<file path="config.mk">
export PLATFORM = sky130hd
export DESIGN_NAME = tip_arty_clock_reset_sequencer
export DESIGN_NICKNAME = d
export VERILOG_FILES = /design/src/rtl/tip_arty_clock_seq_pkg.sv /design/src/rtl/tip_arty_sync_2ff.sv /design/src/rtl/tip_arty_clock_reset_sequencer.sv
export SDC_FILE = /design/constraint.sdc
export NUM_CORES = 1
export LEC_CHECK = 0
export CAP_MARGIN = 25
export CELL_PAD_IN_SITES_DETAIL_PLACEMENT = 1
export CELL_PAD_IN_SITES_GLOBAL_PLACEMENT = 1
export CORE_MARGIN = 8
export CORE_UTILIZATION = 43
export CTS_CLUSTER_SIZE = 10
export DETAILED_ROUTE_END_ITERATION = 8
export HOLD_SLACK_MARGIN = 0.15
export PLACE_DENSITY_LB_ADDON = 0.1
export RECOVER_POWER = 25
export SYNTH_ARGS = -nofsm -noshare
export SYNTH_HDL_FRONTEND = slang
export SYNTH_SLANG_ARGS = --single-unit
export TNS_END_PERCENT = 30
</file>
<file path="constraint.sdc">
create_clock -name clk -period 3 [get_ports clk]
set_input_delay 0.6 -clock clk [delete_from_list [all_inputs] [get_ports clk]]
set_output_delay 0.6 -clock clk [all_outputs]
set_load 0.03 [all_outputs]
</file>
<file path="src/rtl/tip_arty_clock_seq_pkg.sv">
// tip_arty_clock_seq_pkg: shared state encodings, status-counter width and
// small constant helpers for the Arty clock/reset sequencer.
package tip_arty_clock_seq_pkg;

  typedef enum logic [2:0] {
    S_PLL_RST   = 3'd0,
    S_WAIT_LOCK = 3'd1,
    S_STABLE    = 3'd2,
    S_HOLD      = 3'd3,
    S_REL_SYS   = 3'd4,
    S_RUN       = 3'd5
  } seq_state_e;

  localparam int STAT_W = 8;
  localparam logic [STAT_W-1:0] STAT_MAX = '1;

  // A zero-length phase is meaningless; clamp to one cycle.
  function automatic int unsigned at_least1(input int unsigned v);
    return (v == 0) ? 1 : v;
  endfunction

  function automatic int unsigned max2(
    input int unsigned a,
    input int unsigned b
  );
    return (a > b) ? a : b;
  endfunction

  function automatic logic [STAT_W-1:0] sat_inc(
    input logic [STAT_W-1:0] v
  );
    return (v == STAT_MAX) ? v : v + STAT_W'(1);
  endfunction

endpackage

</file>
<file path="src/rtl/tip_arty_sync_2ff.sv">
// tip_arty_sync_2ff: 1-bit two-flop synchronizer, synchronous active-low
// reset to 0. Ports: clk, rstnn, d_i (async in), q_o (synced out).
module tip_arty_sync_2ff (
  input  logic clk,
  input  logic rstnn,
  input  logic d_i,
  output logic q_o
);

  logic s1_q;
  logic s2_q;

  always_ff @(posedge clk) begin
    if (!rstnn) begin
      s1_q <= 1'b0;
      s2_q <= 1'b0;
    end else begin
      s1_q <= d_i;
      s2_q <= s1_q;
    end
  end

  assign q_o = s2_q;

endmodule

</file>
<file path="src/rtl/tip_arty_clock_reset_sequencer.sv">
// tip_arty_clock_reset_sequencer: PLL reset / lock qualification and staged
// release of the system and peripheral domain resets.
// Ports: clk, rstnn (sync active-low), pll_locked (async), sw_reset_req,
//   pll_reset, rstnn_system, rstnn_peri, seq_state[2:0],
//   lock_loss_count[7:0], timeout_count[7:0].
// Build option: TIP_ARTY_CLOCK_SEQ_TIMEOUT_EN enables the WAIT_LOCK timeout.
module tip_arty_clock_reset_sequencer
  import tip_arty_clock_seq_pkg::*;
#(
  parameter int unsigned PLL_RESET_CYCLES    = 8,
  parameter int unsigned LOCK_STABLE_CYCLES  = 1024,
  parameter int unsigned RESET_HOLD_CYCLES   = 16,
  parameter int unsigned PERI_DELAY_CYCLES   = 8,
  parameter int unsigned LOCK_TIMEOUT_CYCLES = 65536
) (
  input  logic              clk,
  input  logic              rstnn,
  input  logic              pll_locked,
  input  logic              sw_reset_req,
  output logic              pll_reset,
  output logic              rstnn_system,
  output logic              rstnn_peri,
  output logic [2:0]        seq_state,
  output logic [STAT_W-1:0] lock_loss_count,
  output logic [STAT_W-1:0] timeout_count
);

  localparam int unsigned PRC = at_least1(PLL_RESET_CYCLES);
  localparam int unsigned LSC = at_least1(LOCK_STABLE_CYCLES);
  localparam int unsigned RHC = at_least1(RESET_HOLD_CYCLES);
  localparam int unsigned PDC = at_least1(PERI_DELAY_CYCLES);
  localparam int unsigned TOC = at_least1(LOCK_TIMEOUT_CYCLES);

  localparam int unsigned MAXP =
    max2(max2(max2(PRC, LSC), max2(RHC, PDC)), TOC);
  localparam int CW = $clog2(MAXP) + 1;

  localparam logic [CW-1:0] PR_LAST = CW'(PRC - 1);
  localparam logic [CW-1:0] LS_LAST = CW'(LSC - 1);
  localparam logic [CW-1:0] RH_LAST = CW'(RHC - 1);
  localparam logic [CW-1:0] PD_LAST = CW'(PDC - 1);

  logic lock_s;

  tip_arty_sync_2ff u_lock_sync (
    .clk   (clk),
    .rstnn (rstnn),
    .d_i   (pll_locked),
    .q_o   (lock_s)
  );

  seq_state_e state_q, state_d;
  logic [CW-1:0] cnt_q, cnt_d;
  logic pll_reset_q, pll_reset_d;
  logic sys_q, sys_d;
  logic peri_q, peri_d;
  logic [STAT_W-1:0] llc_q, llc_d;
  logic lock_loss_ev;

`ifdef TIP_ARTY_CLOCK_SEQ_TIMEOUT_EN
  localparam logic [CW-1:0] TO_LAST = CW'(TOC - 1);
  logic [STAT_W-1:0] toc_q, toc_d;
  logic timeout_ev;
`endif

  always_comb begin
    state_d      = state_q;
    cnt_d        = cnt_q;
    lock_loss_ev = 1'b0;
`ifdef TIP_ARTY_CLOCK_SEQ_TIMEOUT_EN
    timeout_ev   = 1'b0;
`endif
    unique case (state_q)
      S_PLL_RST: begin
        if (cnt_q == PR_LAST) begin
          state_d = S_WAIT_LOCK;
          cnt_d   = '0;
        end else begin
          cnt_d = cnt_q + CW'(1);
        end
      end
      S_WAIT_LOCK: begin
        if (lock_s) begin
          state_d = S_STABLE;
          cnt_d   = '0;
        end else begin
`ifdef TIP_ARTY_CLOCK_SEQ_TIMEOUT_EN
          if (cnt_q == TO_LAST) begin
            state_d    = S_PLL_RST;
            cnt_d      = '0;
            timeout_ev = 1'b1;
          end else begin
            cnt_d = cnt_q + CW'(1);
          end
`else
          cnt_d = '0;
`endif
        end
      end
      S_STABLE: begin
        // Any glitch restarts qualification from scratch.
        if (!lock_s) begin
          state_d = S_WAIT_LOCK;
          cnt_d   = '0;
        end else if (cnt_q == LS_LAST) begin
          state_d = S_HOLD;
          cnt_d   = '0;
        end else begin
          cnt_d = cnt_q + CW'(1);
        end
      end
      S_HOLD: begin
        if (!lock_s) begin
          state_d = S_PLL_RST;
          cnt_d   = '0;
        end else if (cnt_q == RH_LAST) begin
          state_d = S_REL_SYS;
          cnt_d   = '0;
        end else begin
          cnt_d = cnt_q + CW'(1);
        end
      end
      S_REL_SYS: begin
        if (!lock_s) begin
          state_d = S_PLL_RST;
          cnt_d   = '0;
        end else if (cnt_q == PD_LAST) begin
          state_d = S_RUN;
          cnt_d   = '0;
        end else begin
          cnt_d = cnt_q + CW'(1);
        end
      end
      S_RUN: begin
        // Lock loss has priority over a soft reset.
        if (!lock_s) begin
          state_d      = S_PLL_RST;
          cnt_d        = '0;
          lock_loss_ev = 1'b1;
        end else if (sw_reset_req) begin
          state_d = S_HOLD;
          cnt_d   = '0;
        end
      end
      default: begin
        state_d = S_PLL_RST;
        cnt_d   = '0;
      end
    endcase

    // Outputs follow the next state so they change on the same edge.
    pll_reset_d = (state_d == S_PLL_RST);
    sys_d       = (state_d == S_REL_SYS) || (state_d == S_RUN);
    peri_d      = (state_d == S_RUN);
    llc_d       = lock_loss_ev ? sat_inc(llc_q) : llc_q;
`ifdef TIP_ARTY_CLOCK_SEQ_TIMEOUT_EN
    toc_d       = timeout_ev ? sat_inc(toc_q) : toc_q;
`endif
  end

  always_ff @(posedge clk) begin
    if (!rstnn) begin
      state_q     <= S_PLL_RST;
      cnt_q       <= '0;
      pll_reset_q <= 1'b1;
      sys_q       <= 1'b0;
      peri_q      <= 1'b0;
      llc_q       <= '0;
    end else begin
      state_q     <= state_d;
      cnt_q       <= cnt_d;
      pll_reset_q <= pll_reset_d;
      sys_q       <= sys_d;
      peri_q      <= peri_d;
      llc_q       <= llc_d;
    end
  end

`ifdef TIP_ARTY_CLOCK_SEQ_TIMEOUT_EN
  always_ff @(posedge clk) begin
    if (!rstnn) begin
      toc_q <= '0;
    end else begin
      toc_q <= toc_d;
    end
  end

  assign timeout_count = toc_q;
`else
  assign timeout_count = '0;
`endif

  assign pll_reset       = pll_reset_q;
  assign rstnn_system    = sys_q;
  assign rstnn_peri      = peri_q;
  assign seq_state       = state_q;
  assign lock_loss_count = llc_q;

endmodule
</file>
* Word-level counts from Yosys, hierarchy flattened
Cells that the tools add are included.
** Word-level totals
- Logic and storage cells :: 49
- Input port bits :: 4
- Output and inout port bits :: 22
- Register bits :: 33
** Cells by class
- Equality and inequality tests :: 12
- Muxes and demuxes :: 22
- $add $sub $neg :: 2
- Bitwise logic cells :: 1
- Reduce and logical (&&, ||, !) cells :: 4
** Operators with widths (count)
- two-way mux 17 bit :: 8
- one-hot mux 17 bit (5 select lines) :: 1
- two-way mux 3 bit :: 10
- one-hot mux 3 bit (6 select lines) :: 1
- adder 17 x 1 -> 17 bit (second input constant) :: 1
- equality test 17 x 10 -> 1 bit (second input constant) :: 1
- equality test 17 x 3 -> 1 bit (second input constant) :: 1
- equality test 17 x 4 -> 1 bit (second input constant) :: 1
- equality test 3 bit (second input constant) :: 4
- adder 8 x 1 -> 8 bit (second input constant) :: 1
- equality test 8 bit (second input constant) :: 1
- equality test 3 x 2 -> 1 bit (second input constant) :: 2
- zero test 3 bit :: 2
- equality test 3 x 1 -> 1 bit (second input constant) :: 1
- != test 3 bit (second input constant) :: 1
- two-way mux 1 bit :: 2
- AND reduction 2 bit :: 1
- logical OR 1 bit :: 1
- NOT 1 bit :: 1

* Logic depth before layout (Yosys ltp)
Gate-level depths: netlist of run 1.
- Depth after elaboration :: 6
- Mapped depth :: 7

* By module
A second synthesis of run 1 with hierarchy kept.
** Unflattened totals
- Cell total of the unflattened synthesis :: 205
- Area, all modules :: 1786.7 sq um
** Modules (own cells, without submodules)
- tip_arty_clock_reset_sequencer :: cells each 201, times used 1, area an instance 1734.2 sq um
- tip_arty_sync_2ff :: cells each 4, times used 1, area an instance 52.6 sq um

* Worst setup path after synthesis of run 1
No wires, ideal clock.
- Path type :: register to register
- Start :: register state_q[0] (netlist: seq_state[0])
- End :: register cnt_q[16]
- Buffers on the path :: 3
- Period minus slack after synthesis :: 1847 ps
- Arrival :: 1783 ps
- Required time :: 2936 ps
- Stages on the path, launching flop included :: 8
- Path slack :: 1153 ps
- Cells stage by stage :: dfxtp_1 clkbuf_8 nand2b_4 or3_1 buf_6 a41o_2 buf_6 nor2_1
** Between the ends
- Longest elaborated chain between the ends :: 2
** RTL lines
- from (decl) :: line tip_arty_clock_reset_sequencer.sv:52 : seq_state_e state_q, state_d;
- from (signal assigned) :: line tip_arty_clock_reset_sequencer.sv:170 : state_q <= state_d;
- equality test 3 bit, or another cell as far along :: line tip_arty_clock_reset_sequencer.sv:73 : unique case (state_q)
- one-hot mux 17 bit (5 select lines) or != test 3 bit (tied branches)
- to (signal assigned) :: line tip_arty_clock_reset_sequencer.sv:171 : cnt_q <= cnt_d;
- to (decl) :: line tip_arty_clock_reset_sequencer.sv:53 : logic [CW-1:0] cnt_q, cnt_d;
Parallel ways exist; a longest one is shown, timed or not.
A chain may end at the register's enable or synchronous reset.

* Worst setup path in the final report of run 1
- Start :: register cnt_q[11]
- End :: register cnt_q[7]
** Between the ends
- Longest elaborated chain between the ends :: 4
** RTL lines (line)
- equality test 17 x 3 -> 1 bit, or another cell as far along :: tip_arty_clock_reset_sequencer.sv:75, tip_arty_clock_reset_sequencer.sv:127
- two-way mux 17 bit (on tied branches)
- two-way mux 17 bit (on tied branches) :: tip_arty_clock_reset_sequencer.sv:124, tip_arty_clock_reset_sequencer.sv:102, tip_arty_clock_reset_sequencer.sv:113
- one-hot mux 17 bit (5 select lines) (*) :: tip_arty_clock_reset_sequencer.sv:73
Mark *: on every way between the ends. The rest lies on a longest branch, timed or not.

==> reports/qor_table.md, run 1 <==
| Step | Item | Value |
|---|---|---|
| status | Run status | finished, final reports clean |
| logic synthesis | Post-synth design cell area | 1780 um^2 |
| sta | RSZ-0062 raised after global routing | false |
| logic synthesis | XOR/XNOR share of the synthesized area | 7.88% |
| cells and area | Number of antenna diodes | 0 |
| worst setup path | Slowest stage cell on the critical path | sky130_fd_sc_hd__o31ai_1 |
| floorplanning | DIE AREA | 6450 um^2 |
| floorplanning | Total I/O pin count | 26 |
| logic synthesis | Share of the synthesized area in compound gates (AO/OA/AOI/OAI) | 14.6% |
| logic synthesis | Share of synthesized cell area in and, or, nand and nor gates | 30.2% |
| detailed routing | Detail-routed net length per standard cell | 16.7 um |
| sta | Relative slew slack | 28.3% |
| clocking | Buffer depth of the longest clock path | 2 |
| worst setup path | Worst Path Arrival | 2.47 ns |
| power | Reported leakage power | 0.675 nW |
| grt | Number of global-route vias before repair | 1575 |
| detailed routing | Vias per Instance | 5.50 |
| clocking | Number of buffers inserted by hold repair at cts | 0 |
| logic synthesis | Post-synthesis cell count | 207 |
| logic synthesis | Synth top area cells | sky130_fd_sc_hd__dfxtp_1 (37%), sky130_fd_sc_hd__xnor2_1 (5.4%), sky130_fd_sc_hd__nand2_1 (5.1%) |
| cells and area | Storage cell area | 661 um^2 |
| worst setup path | Setup Crit Path Kind | reg -> reg |
| placement | Gpl congestion | 0.816 |
| logic synthesis | Proportion of netlist area held by the largest area contributor | 37.1% |
| grt | Antenna violations before repair | 0 |
| worst setup path | Crit-path max FO | 15 |
| logic synthesis | Multiplexer area fraction after synthesis | 0% |
| detailed routing | 1st-pass router iterations | 4 |
| logic synthesis | Dominant combinational cell family by area after synthesis | simple AND/OR/NAND/NOR gates |
| detailed routing | Number of antenna-violating nets in the routed design | 0 |
| worst setup path | Required time at the worst-slack endpoint | 3.18 ns |
| power | Fraction of power consumed by sequential logic | 52.0% |
| logic synthesis | Seq/Total Area, Yosys | 37.1% |
| clocking | Buffers inserted by post-CTS timing repair | 0 |
| floorplanning | Die Span Y | 80.3 um |
| cells and area | Leading cell type in the layout, fill and taps excluded | sky130_fd_sc_hd__dfxtp_1 |
| detailed routing | Initial DRC Count | 104 |
| floorplanning | Core Region | 4000 um^2 |
| worst setup path | Critical Path Start Type | register |
| cells and area | Area Growth Syn to Fin | 13.1% |
| logic synthesis | Share of flip-flops with an asynchronous set or reset after synthesis | 0% |
| logic synthesis | Synth area leader | sky130_fd_sc_hd__dfxtp_1 |
| run | Count of maximum capacitance violations | 0 |
| placement | Detailed-placement wirelength estimate | 3.40 mm |
| logic synthesis | Synthesized area per cell | 8.60 um^2 |
| power | Sum of internal, switching and leakage power | 0.864 mW |
| clocking | Clock tree from TritonCTS | done |
| sta | Peak Freq | 0.437 GHz |
| logic synthesis | Ys Warns | 0 |
| clocking | Number of buffers created by CTS | 5 |
| worst setup path | Crit path largest cell delay | 0.52 ns |
| sta | Number of setup violations in the final report | 0 |
| logic synthesis | Yosys reg bits | 33 |
| power | Maximum ir drop on the vdd rail | 245 uV |
| worst hold path | Hold Path Depth | 1 |
| detailed routing | Total wire length after detailed routing | 4.57 mm |
| grt | Wire length of the first global-routing pass | 7.82 mm |
| worst setup path | R2R cell count | 5 |
| sta | Worst setup skew after layout | 0.00946 ns |
| sta | Period minus WS final | 2.29 ns |
| sta | Number of hold-slack violations in the final timing report | 0 |
| clocking | Post-cts gate resize count | 0 |
| logic synthesis | Post-synth EDFFs | 0 |
| sta | Final-report max-slew violation count | 0 |
| clocking | Clock sink total | 33 |
| grt | Largest net degree at the start of global routing | 16 |
| floorplanning | Rows | 23 |
| logic synthesis | Most used DFF post-synth | sky130_fd_sc_hd__dfxtp_1 |
| cells and area | Most frequent cells in the layout | sky130_fd_sc_hd__dfxtp_1 (33), sky130_fd_sc_hd__nand2_1 (24), sky130_fd_sc_hd__nor2_1 (21) |
| worst setup path | Setup crit end kind | register |
| power | Internal portion of total power | 0.662 mW |
| worst hold path | Class of the most critical hold timing path | reg -> reg |
| clocking | Clock transition at the register clock pins on the worst setup and hold paths after CTS | 0.07 ns |
| clocking | Clock latency of the later-clocked register in the worst-skew pair | 0.29 ns |
| detailed routing | Total vias in the final route | 1507 |
| cells and area | Share of layout cells above drive strength 1 | 8.48% |
| cells and area | Net total in the final layout | 229 |
| floorplanning | Width of the die | 80.3 um |
| worst setup path | Cell chain of the critical path | nor4_4 > nand4_1 > o31ai_1 > a41o_2 > o21ba_2 |
| power | Portion of total power attributed to combinational logic | 4.6% |
| power | Reported net switching power | 0.203 mW |
| sta | Transition time at the pin with the least slew margin | 1.06 ns |
| power | Portion of total power attributed to the clock network | 43.5% |
| cells and area | Fill cell instance count of the final layout | 478 |
| power | Net switching share of the total power | 23.5% |
| cells and area | Combined area of the multi-input logic cells | 991 um^2 |
| clocking | Clk root buf | sky130_fd_sc_hd__clkbuf_8 |
| clocking | H-tree level count | 2 |
| sta | Min Hold Slack | 0.463 ns |
| logic synthesis | Library cells used by synthesis | 49 |
| power | Power per cell area | 430 nW/um^2 |
| grt | Sum of overflow across all layers after global routing | 0 |
| sta | Fraction of the cycle the final worst path needs | 76.3% |
| grt | Total global-route track usage | 15.5% |
| placement | Port Buffer Count | 17 |
| floorplanning | Starting utilization of the core area | 44.5% |
| logic synthesis | Arithmetic-cell share of the synthesized area counting full adders, half adders and majority gates | 1.41% |
| sta | Total negative slack | 0 ns |
| detailed routing | Residual DRC | 0 |
## worst paths after layout
path | startpoint | to | slack (ns)
max | cnt_q[11]$_SDFFE_PN0P_ | cnt_q[7]$_SDFFE_PN0P_ | 0.71
min | u_lock_sync.s1_q$_SDFF_PN0_ | u_lock_sync.q_o$_SDFF_PN0_ | 0.46
max reg2reg | cnt_q[11]$_SDFFE_PN0P_ | cnt_q[7]$_SDFFE_PN0P_ | 0.71
min reg2reg | u_lock_sync.s1_q$_SDFF_PN0_ | u_lock_sync.q_o$_SDFF_PN0_ | 0.46
## per-layer routing
metal,global-route usage (%),wire [um]
met1,17.4,2010
met5,0,0
met2,26.8,2330
met3,4.24,131
met4,6.91,91
## cells by family after synthesis
logic type / after synthesis
and+or+nand+nor: 97
AOI/OAI and AO/OA: 37
DFF: 33
buffers and inverters: 21
xor gates and xnor gates: 16
adders and majority gates: 2
other: 1
## cells in the mapped netlist, drive strengths merged, types with 5 or more instances
library cell / number
dfxtp: 33
nand2: 24
nor2: 21
buf: 14
a21oi: 12
xnor2: 11
nand4: 10
nor3: 8
o21ai: 7
nand3: 6
or3: 5
xor2: 5
## flip-flops by register name, summed over array words and instances (netlist names)
register	count
seq_state	3
cnt_q	17
lock_loss_count	8
rstnn_system	1
rstnn_peri	1
u_lock_sync.q_o	1
pll_reset	1
u_lock_sync.s1_q	1
## metrics by stage
stage / util, % / setup slack (ns) / cells / instance area [um^2]
3_3_place_gp: 47.8 / 0.669 / 266 / 1910
6_report: 50.3 / 0.711 / 274 / 2010
5_1_grt: 50.3 / 0.574 / 274 / 2010
3_5_place_dp: 47.8 / 0.623 / 266 / 1910
2_1_floorplan: - / 1.15 / 214 / 1810
4_1_cts: 50.3 / 0.705 / 274 / 2010
## worst max-delay path, delay by kind of cell (launching register included)
family          cells  cell delay [ns]
simple gates        2             0.60
compound gates      3             1.18
flops               1             0.40
## layout make-up
| cell class | instances | share of cell area (%) |
|---|---|---|
| clock buffer | 7 | 4.79 |
| clock inverter | 1 | 0.249 |
| inverter | 5 | 0.933 |
| multi-input combinational | 160 | 49.3 |
| sequential | 33 | 32.8 |
| tap | 50 | 3.11 |
| timing repair buffer | 18 | 8.83 |
## power by group through the flow
stage	clock, mW	sequential, mW	combinational [mW]
6_report	0.376	0.449	0.0393
5_1_grt	0.411	0.450	0.0432
4_1_cts	0.387	0.449	0.0398
3_5_place_dp	0	0.459	0.0397
3_3_place_gp	0	0.459	0.0384
2_1_floorplan	0	0.458	0.0393
Power figures use the tool's default switching activity.
==> inputs of run 2 (changes only) <==
CORE_UTILIZATION = 40   (was 43)
clock period = 2.24 ns   (was 3 ns; I/O delays follow)
==> run 2 against run 1 <==
Against the previous run:
- count of clock-buffer cells in the layout stayed put
- largest power group unchanged
- core utilization is 2.7 points lower
- sequential share of layout area is 0.72 points lower
- combinational power is 52% higher
- final cell count is 2.9% higher
- first-iteration DRC count is 17% lower
==> reports/qor_table.md, run 2 (synthesis results as in run 1) <==
| Step | Item | Value |
|---|---|---|
| status | Run status | finished, final reports clean |
| sta | Fraction of the cycle the final worst path needs | 92.5% |
| cells and area | Cell Count, Final, Fillers Out | 282 |
| cells and area | Storage cell area | 661 um^2 |
| sta | Number of setup violations in the final report | 0 |
| detailed routing | Number of antenna-violating nets in the routed design | 0 |
| worst setup path | Setup crit end kind | output pin |
| worst setup path | Crit-path max FO | 10 |
| cells and area | Number of antenna diodes | 0 |
| clocking | H-tree level count | 2 |
| placement | Place WS | 0.192 ns |
| clocking | Clk root buf | sky130_fd_sc_hd__clkbuf_8 |
| power | Net switching share of the total power | 23.3% |
| cells and area | Share of layout cells above drive strength 1 | 9.57% |
| sta | Final-report max-slew violation count | 0 |
| clocking | Clock transition at the register clock pins on the worst setup and hold paths after CTS | 0.06 ns |
| detailed routing | 1st-pass router iterations | 4 |
| clocking | Number of buffers inserted by hold repair at cts | 0 |
| grt | Antenna violations before repair | 0 |
| power | Portion of total power attributed to combinational logic | 5.3% |
| worst setup path | Required time at the worst-slack endpoint | 1.79 ns |
| floorplanning | Width of the die | 82.7 um |
| worst setup path | R2R cell count | 6 |
| clocking | Number of buffers created by CTS | 5 |
| worst setup path | Crit path largest cell delay | 0.76 ns |
| worst hold path | Hold Path Depth | 1 |
| floorplanning | DIE AREA | 6840 um^2 |
| grt | Number of global-route vias before repair | 1554 |
| detailed routing | Residual DRC | 0 |
| worst setup path | Slowest stage cell on the critical path | sky130_fd_sc_hd__clkdlybuf4s50_1 |
| cells and area | Net total in the final layout | 236 |
| clocking | Buffers inserted by post-CTS timing repair | 0 |
| floorplanning | Die Span Y | 82.7 um |
| worst setup path | Crit Reg-Reg Endpoint | cnt_q[12]$_SDFFE_PN0P_ |
| power | Reported net switching power | 0.260 mW |
| clocking | Buffer depth of the longest clock path | 2 |
| placement | Number of instances in the placed design | 275 |
| detailed routing | Detail-routed net length per standard cell | 15.6 um |
| detailed routing | DRT met1 WL | 2.17 mm |
| sta | Relative slew slack | 49.3% |
| power | Fraction of power consumed by sequential logic | 53.9% |
| power | Sum of internal, switching and leakage power | 1.12 mW |
| floorplanning | Core Region | 4320 um^2 |
| worst setup path | Worst Path Arrival | 1.62 ns |
| power | Internal portion of total power | 0.857 mW |
| clocking | Clock tree from TritonCTS | done |
| run | Count of maximum capacitance violations | 0 |
| detailed routing | Initial DRC Count | 86 |
| worst setup path | Setup Crit Path Kind | reg -> out |
| worst setup path | Cell chain of the critical path | clkdlybuf4s50_1 |
| sta | Worst setup skew after layout | 0.00521 ns |
| sta | Number of hold-slack violations in the final timing report | 0 |
| clocking | Clock latency of the later-clocked register in the worst-skew pair | 0.29 ns |
| grt | Wire length of the first global-routing pass | 7.50 mm |
| sta | Period minus WS final | 2.07 ns |
| power | Power per cell area | 543 nW/um^2 |
| power | Maximum ir drop on the vdd rail | 244 uV |
| sta | Total negative slack | 0 ns |
| clocking | Clock sink total | 33 |
| worst hold path | Hold Path End | u_lock_sync.q_o$_SDFF_PN0_ |
| cells and area | Fill cell instance count of the final layout | 511 |
| power | Portion of total power attributed to the clock network | 40.8% |
| placement | Gpl congestion | 0.742 |
| detailed routing | Routed wire length on met2 | 2.03 mm |
| worst setup path | Critical Path Start Type | register |
| worst setup path | Internal reg-to-reg setup slack | 0.25 ns |
| sta | Final critical-path setup slack | 0.168 ns |
| cells and area | Combined area of the multi-input logic cells | 991 um^2 |
| placement | Port Buffer Count | 17 |
| worst hold path | Hold Path Origin | u_lock_sync.s1_q$_SDFF_PN0_ |
| placement | Detailed-placement wirelength estimate | 3.30 mm |
| cells and area | Most frequent cells in the layout | sky130_fd_sc_hd__dfxtp_1 (33), sky130_fd_sc_hd__nand2_1 (24), sky130_fd_sc_hd__nor2_1 (21) |
| sta | Transition time at the pin with the least slew margin | 0.749 ns |
| worst setup path | Reg2Reg Launch Point | cnt_q[3]$_SDFFE_PN0P_ |
| cells and area | Max reg flops | 17 |
| floorplanning | Starting utilization of the core area | 41.1% |
| power | Reported leakage power | 0.704 nW |
| worst setup path | Critical path's top delay family | buffers and inverters |
| detailed routing | Vias per Instance | 5.40 |
| floorplanning | Total I/O pin count | 26 |
| clocking | Post-cts gate resize count | 0 |
| cells and area | Register with the most flip-flops | cnt_q |
| floorplanning | Rows | 24 |
| cells and area | Area Growth Syn to Fin | 15.6% |
| worst hold path | Class of the most critical hold timing path | reg -> reg |
| sta | RSZ-0062 raised after global routing | false |
| worst setup path | Buffers & Inverters on Critical Path | 1 |
| grt | Sum of overflow across all layers after global routing | 0 |
| detailed routing | Total vias in the final route | 1523 |
| grt | Total global-route track usage | 14.2% |
| detailed routing | Highest routed layer | met4 |
| detailed routing | Met3 wire length | 146 um |
| sta | Peak Freq | 0.483 GHz |
| sta | Min Hold Slack | 0.435 ns |
| grt | Largest net degree at the start of global routing | 12 |
| cells and area | Leading cell type in the layout, fill and taps excluded | sky130_fd_sc_hd__dfxtp_1 |
| detailed routing | Total wire length after detailed routing | 4.41 mm |
-- run 2: final cells by class --
| class | instances | area share [%] |
|---|---|---|
| flip-flops and latches | 33 | 32.1 |
| inverters | 5 | 0.912 |
| repair buffers | 25 | 11.4 |
| multi-input cells | 160 | 48.2 |
| well taps | 52 | 3.16 |
| clock buffers | 7 | 4.20 |
-- run 2: layer usage --
metal,global-route usage (%),vias to the layer above
met2,22.0,21
met1,17.8,733
met4,5.69,0
li1,-,763
met5,0,-
met3,4.33,6
-- run 2: worst max path at each step --
stage | startpoint | cells past startpoint | slack (ns) | endpoint
final | seq_state[0]$_SDFF_PN0_ | 1 | 0.17 | seq_state[0]
after global routing | cnt_q[4]$_SDFFE_PN0P_ | 6 | 0.08 | cnt_q[9]$_SDFFE_PN0P_
after CTS | seq_state[0]$_SDFF_PN0_ | 1 | 0.15 | seq_state[0]
after detailed placement | sw_reset_req | 5 | 0.19 | cnt_q[14]$_SDFFE_PN0P_
after global placement | sw_reset_req | 5 | 0.23 | cnt_q[12]$_SDFFE_PN0P_
after floorplan | seq_state[0]$_SDFF_PN0_ | 7 | 0.39 | cnt_q[16]$_SDFFE_PN0P_
-- run 2: per-stage QoR --
step | instance area (um^2) | util, %
2_1_floorplan | 1810 | -
3_3_place_gp | 1980 | 45.7
3_5_place_dp | 1980 | 45.7
4_1_cts | 2060 | 47.7
5_1_grt | 2060 | 47.6
6_report | 2060 | 47.6
-- run 2: power groups by stage --
stage / logic (mW) / clock network [mW] / registers, mW
after floorplan: 0.0526 / 0 / 0.613
after global placement: 0.0584 / 0 / 0.615
after detailed placement: 0.0598 / 0 / 0.615
after CTS: 0.0599 / 0.471 / 0.602
after global routing: 0.0647 / 0.503 / 0.603
final: 0.0596 / 0.455 / 0.603
==> inputs of run 3 (changes only) <==
CTS_CLUSTER_SIZE = 8   (was 10)
clock period = 2.1 ns   (was 2.24 ns; I/O delays follow)
==> run 3 against run 2 <==
Against the previous run:
- routed wire length up 3.7%
- core utilization up 1.0 points
- highest routed layer unchanged
- sequential power up 6.5%
- sequential cell count unchanged
- count of clock-buffer cells in the layout unchanged
- critical path type unchanged
==> reports/qor_table.md, run 3 (synthesis results as in run 1) <==
| Step | Item | Value |
|---|---|---|
| worst hold path | Class of the most critical hold timing path | reg -> reg |
| sta | Fraction of the cycle the final worst path needs | 96.5% |
| detailed routing | Initial DRC Count | 101 |
| floorplanning | Width of the die | 82.7 um |
| clocking | Number of buffers inserted by hold repair at cts | 0 |
| worst setup path | Buffers & Inverters on Critical Path | 1 |
| worst setup path | Cell chain of the critical path | clkdlybuf4s50_1 |
| detailed routing | 1st-pass router iterations | 4 |
| placement | Post-DP Area | 2000 um^2 |
| placement | Number of instances in the placed design | 279 |
| detailed routing | Detail-routed net length per standard cell | 15.9 um |
| floorplanning | Total I/O pin count | 26 |
| clocking | Clk root buf | sky130_fd_sc_hd__clkbuf_8 |
| floorplanning | Starting utilization of the core area | 41.1% |
| placement | Port Buffer Count | 17 |
| grt | Largest net degree at the start of global routing | 12 |
| grt | Wire length of the first global-routing pass | 7.49 mm |
| worst setup path | Worst Path Arrival | 1.61 ns |
| placement | Detailed-placement wirelength estimate | 3.36 mm |
| sta | Final critical-path setup slack | 0.0725 ns |
| worst setup path | Critical Path Start Type | register |
| worst setup path | Slowest stage cell on the critical path | sky130_fd_sc_hd__clkdlybuf4s50_1 |
| floorplanning | Rows | 24 |
| detailed routing | Number of antenna-violating nets in the routed design | 0 |
| cells and area | Fill cell instance count of the final layout | 520 |
| power | Sum of internal, switching and leakage power | 1.24 mW |
| cells and area | Net total in the final layout | 240 |
| clocking | Clock tree from TritonCTS | done |
| cells and area | Leading cell type in the layout, fill and taps excluded | sky130_fd_sc_hd__dfxtp_1 |
| cells and area | Cell Count, Final, Fillers Out | 287 |
| clocking | Clock latency of the later-clocked register in the worst-skew pair | 0.29 ns |
| sta | Total negative slack | 0 ns |
| detailed routing | Total wire length after detailed routing | 4.57 mm |
| detailed routing | Total vias in the final route | 1544 |
| cells and area | Number of antenna diodes | 0 |
| cells and area | Most frequent cells in the layout | sky130_fd_sc_hd__dfxtp_1 (33), sky130_fd_sc_hd__nand2_1 (24), sky130_fd_sc_hd__nor2_1 (21) |
| cells and area | Area Growth Syn to Fin | 18.1% |
| cells and area | Register with the most flip-flops | cnt_q |
| sta | Period minus WS final | 2.03 ns |
| worst setup path | Crit-path max FO | 10 |
| cells and area | Share of layout cells above drive strength 1 | 12.8% |
| sta | Number of hold-slack violations in the final timing report | 0 |
| worst setup path | Setup Crit Path Kind | reg -> out |
| cells and area | Post-layout instance area | 2100 um^2 |
| worst setup path | Setup crit end kind | output pin |
| worst setup path | Required time at the worst-slack endpoint | 1.68 ns |
| floorplanning | DIE AREA | 6840 um^2 |
| worst setup path | Crit path largest cell delay | 0.75 ns |
| grt | Number of global-route vias before repair | 1575 |
| grt | Sum of overflow across all layers after global routing | 0 |
| worst setup path | Critical path's top delay family | buffers and inverters |
| placement | Gpl congestion | 0.804 |
| detailed routing | Residual DRC | 0 |
| grt | Total global-route track usage | 14.0% |
| run | Count of maximum capacitance violations | 0 |
| sta | Number of setup violations in the final report | 0 |
| cells and area | Max reg flops | 17 |
| clocking | Number of buffers created by CTS | 5 |
| sta | Final-report max-slew violation count | 0 |
| cells and area | Final core utilization | 48.6% |
| sta | Peak Freq | 0.493 GHz |
| floorplanning | Core Region | 4320 um^2 |
| status | Run status | finished, final reports clean |
| clocking | H-tree level count | 2 |
| sta | Min Hold Slack | 0.452 ns |
| clocking | Clock sink total | 33 |
| clocking | Clock transition at the register clock pins on the worst setup and hold paths after CTS | 0.07 ns |
| detailed routing | Vias per Instance | 5.38 |
| power | Reported leakage power | 0.734 nW |
| clocking | Buffer depth of the longest clock path | 2 |
| power | Maximum ir drop on the vdd rail | 264 uV |
| placement | Place WS | 0.0980 ns |
| power | Power per cell area | 590 nW/um^2 |
| grt | Antenna violations before repair | 0 |
| sta | Worst setup skew after layout | 0.00790 ns |
| floorplanning | Die Span Y | 82.7 um |
| sta | RSZ-0062 raised after global routing | false |
[run 3: area by class of cell]
type	instances	area (um^2)	area share [%]
sequential	33	661	31.4
timing repair buffer	29	253	12.0
clock buffer	7	96.3	4.59
tap	52	65.1	3.10
inverter	5	18.8	0.893
clock inverter	1	5.00	0.238
multi-input combinational	160	1000	47.7
[run 3: worst paths after layout]
check                         startpoint                          to  slack (ns)  cells past startpoint
max              seq_state[0]$_SDFF_PN0_                seq_state[0]        0.07                      1
min          u_lock_sync.s1_q$_SDFF_PN0_  u_lock_sync.q_o$_SDFF_PN0_        0.45                      1
max reg2reg        cnt_q[4]$_SDFFE_PN0P_        pll_reset$_SDFF_PN1_        0.14                      5
min reg2reg  u_lock_sync.s1_q$_SDFF_PN0_  u_lock_sync.q_o$_SDFF_PN0_        0.45                      1
[run 3: layer usage]
| layer | global-route usage [%] | share of wire, % | up-vias |
|---|---|---|---|
| met3 | 4.00 | 3.4 | 7 |
| met4 | 5.69 | 1.6 | 0 |
| met1 | 16.5 | 47 | 742 |
| li1 | - | - | 775 |
| met2 | 23.3 | 48 | 20 |
| met5 | 0 | 0 | - |
[run 3: timing repair]
item                       4_1_cts  5_1_grt
buffers inserted                 0        0
resized for setup                0        2
setup endpoints to repair        0        6
[run 3: power by group]
| group | switching (mW) | internal [mW] |
|---|---|---|
| sequential | 0.00846 | 0.633 |
| combinational | 0.0441 | 0.0215 |
| clock | 0.237 | 0.296 |
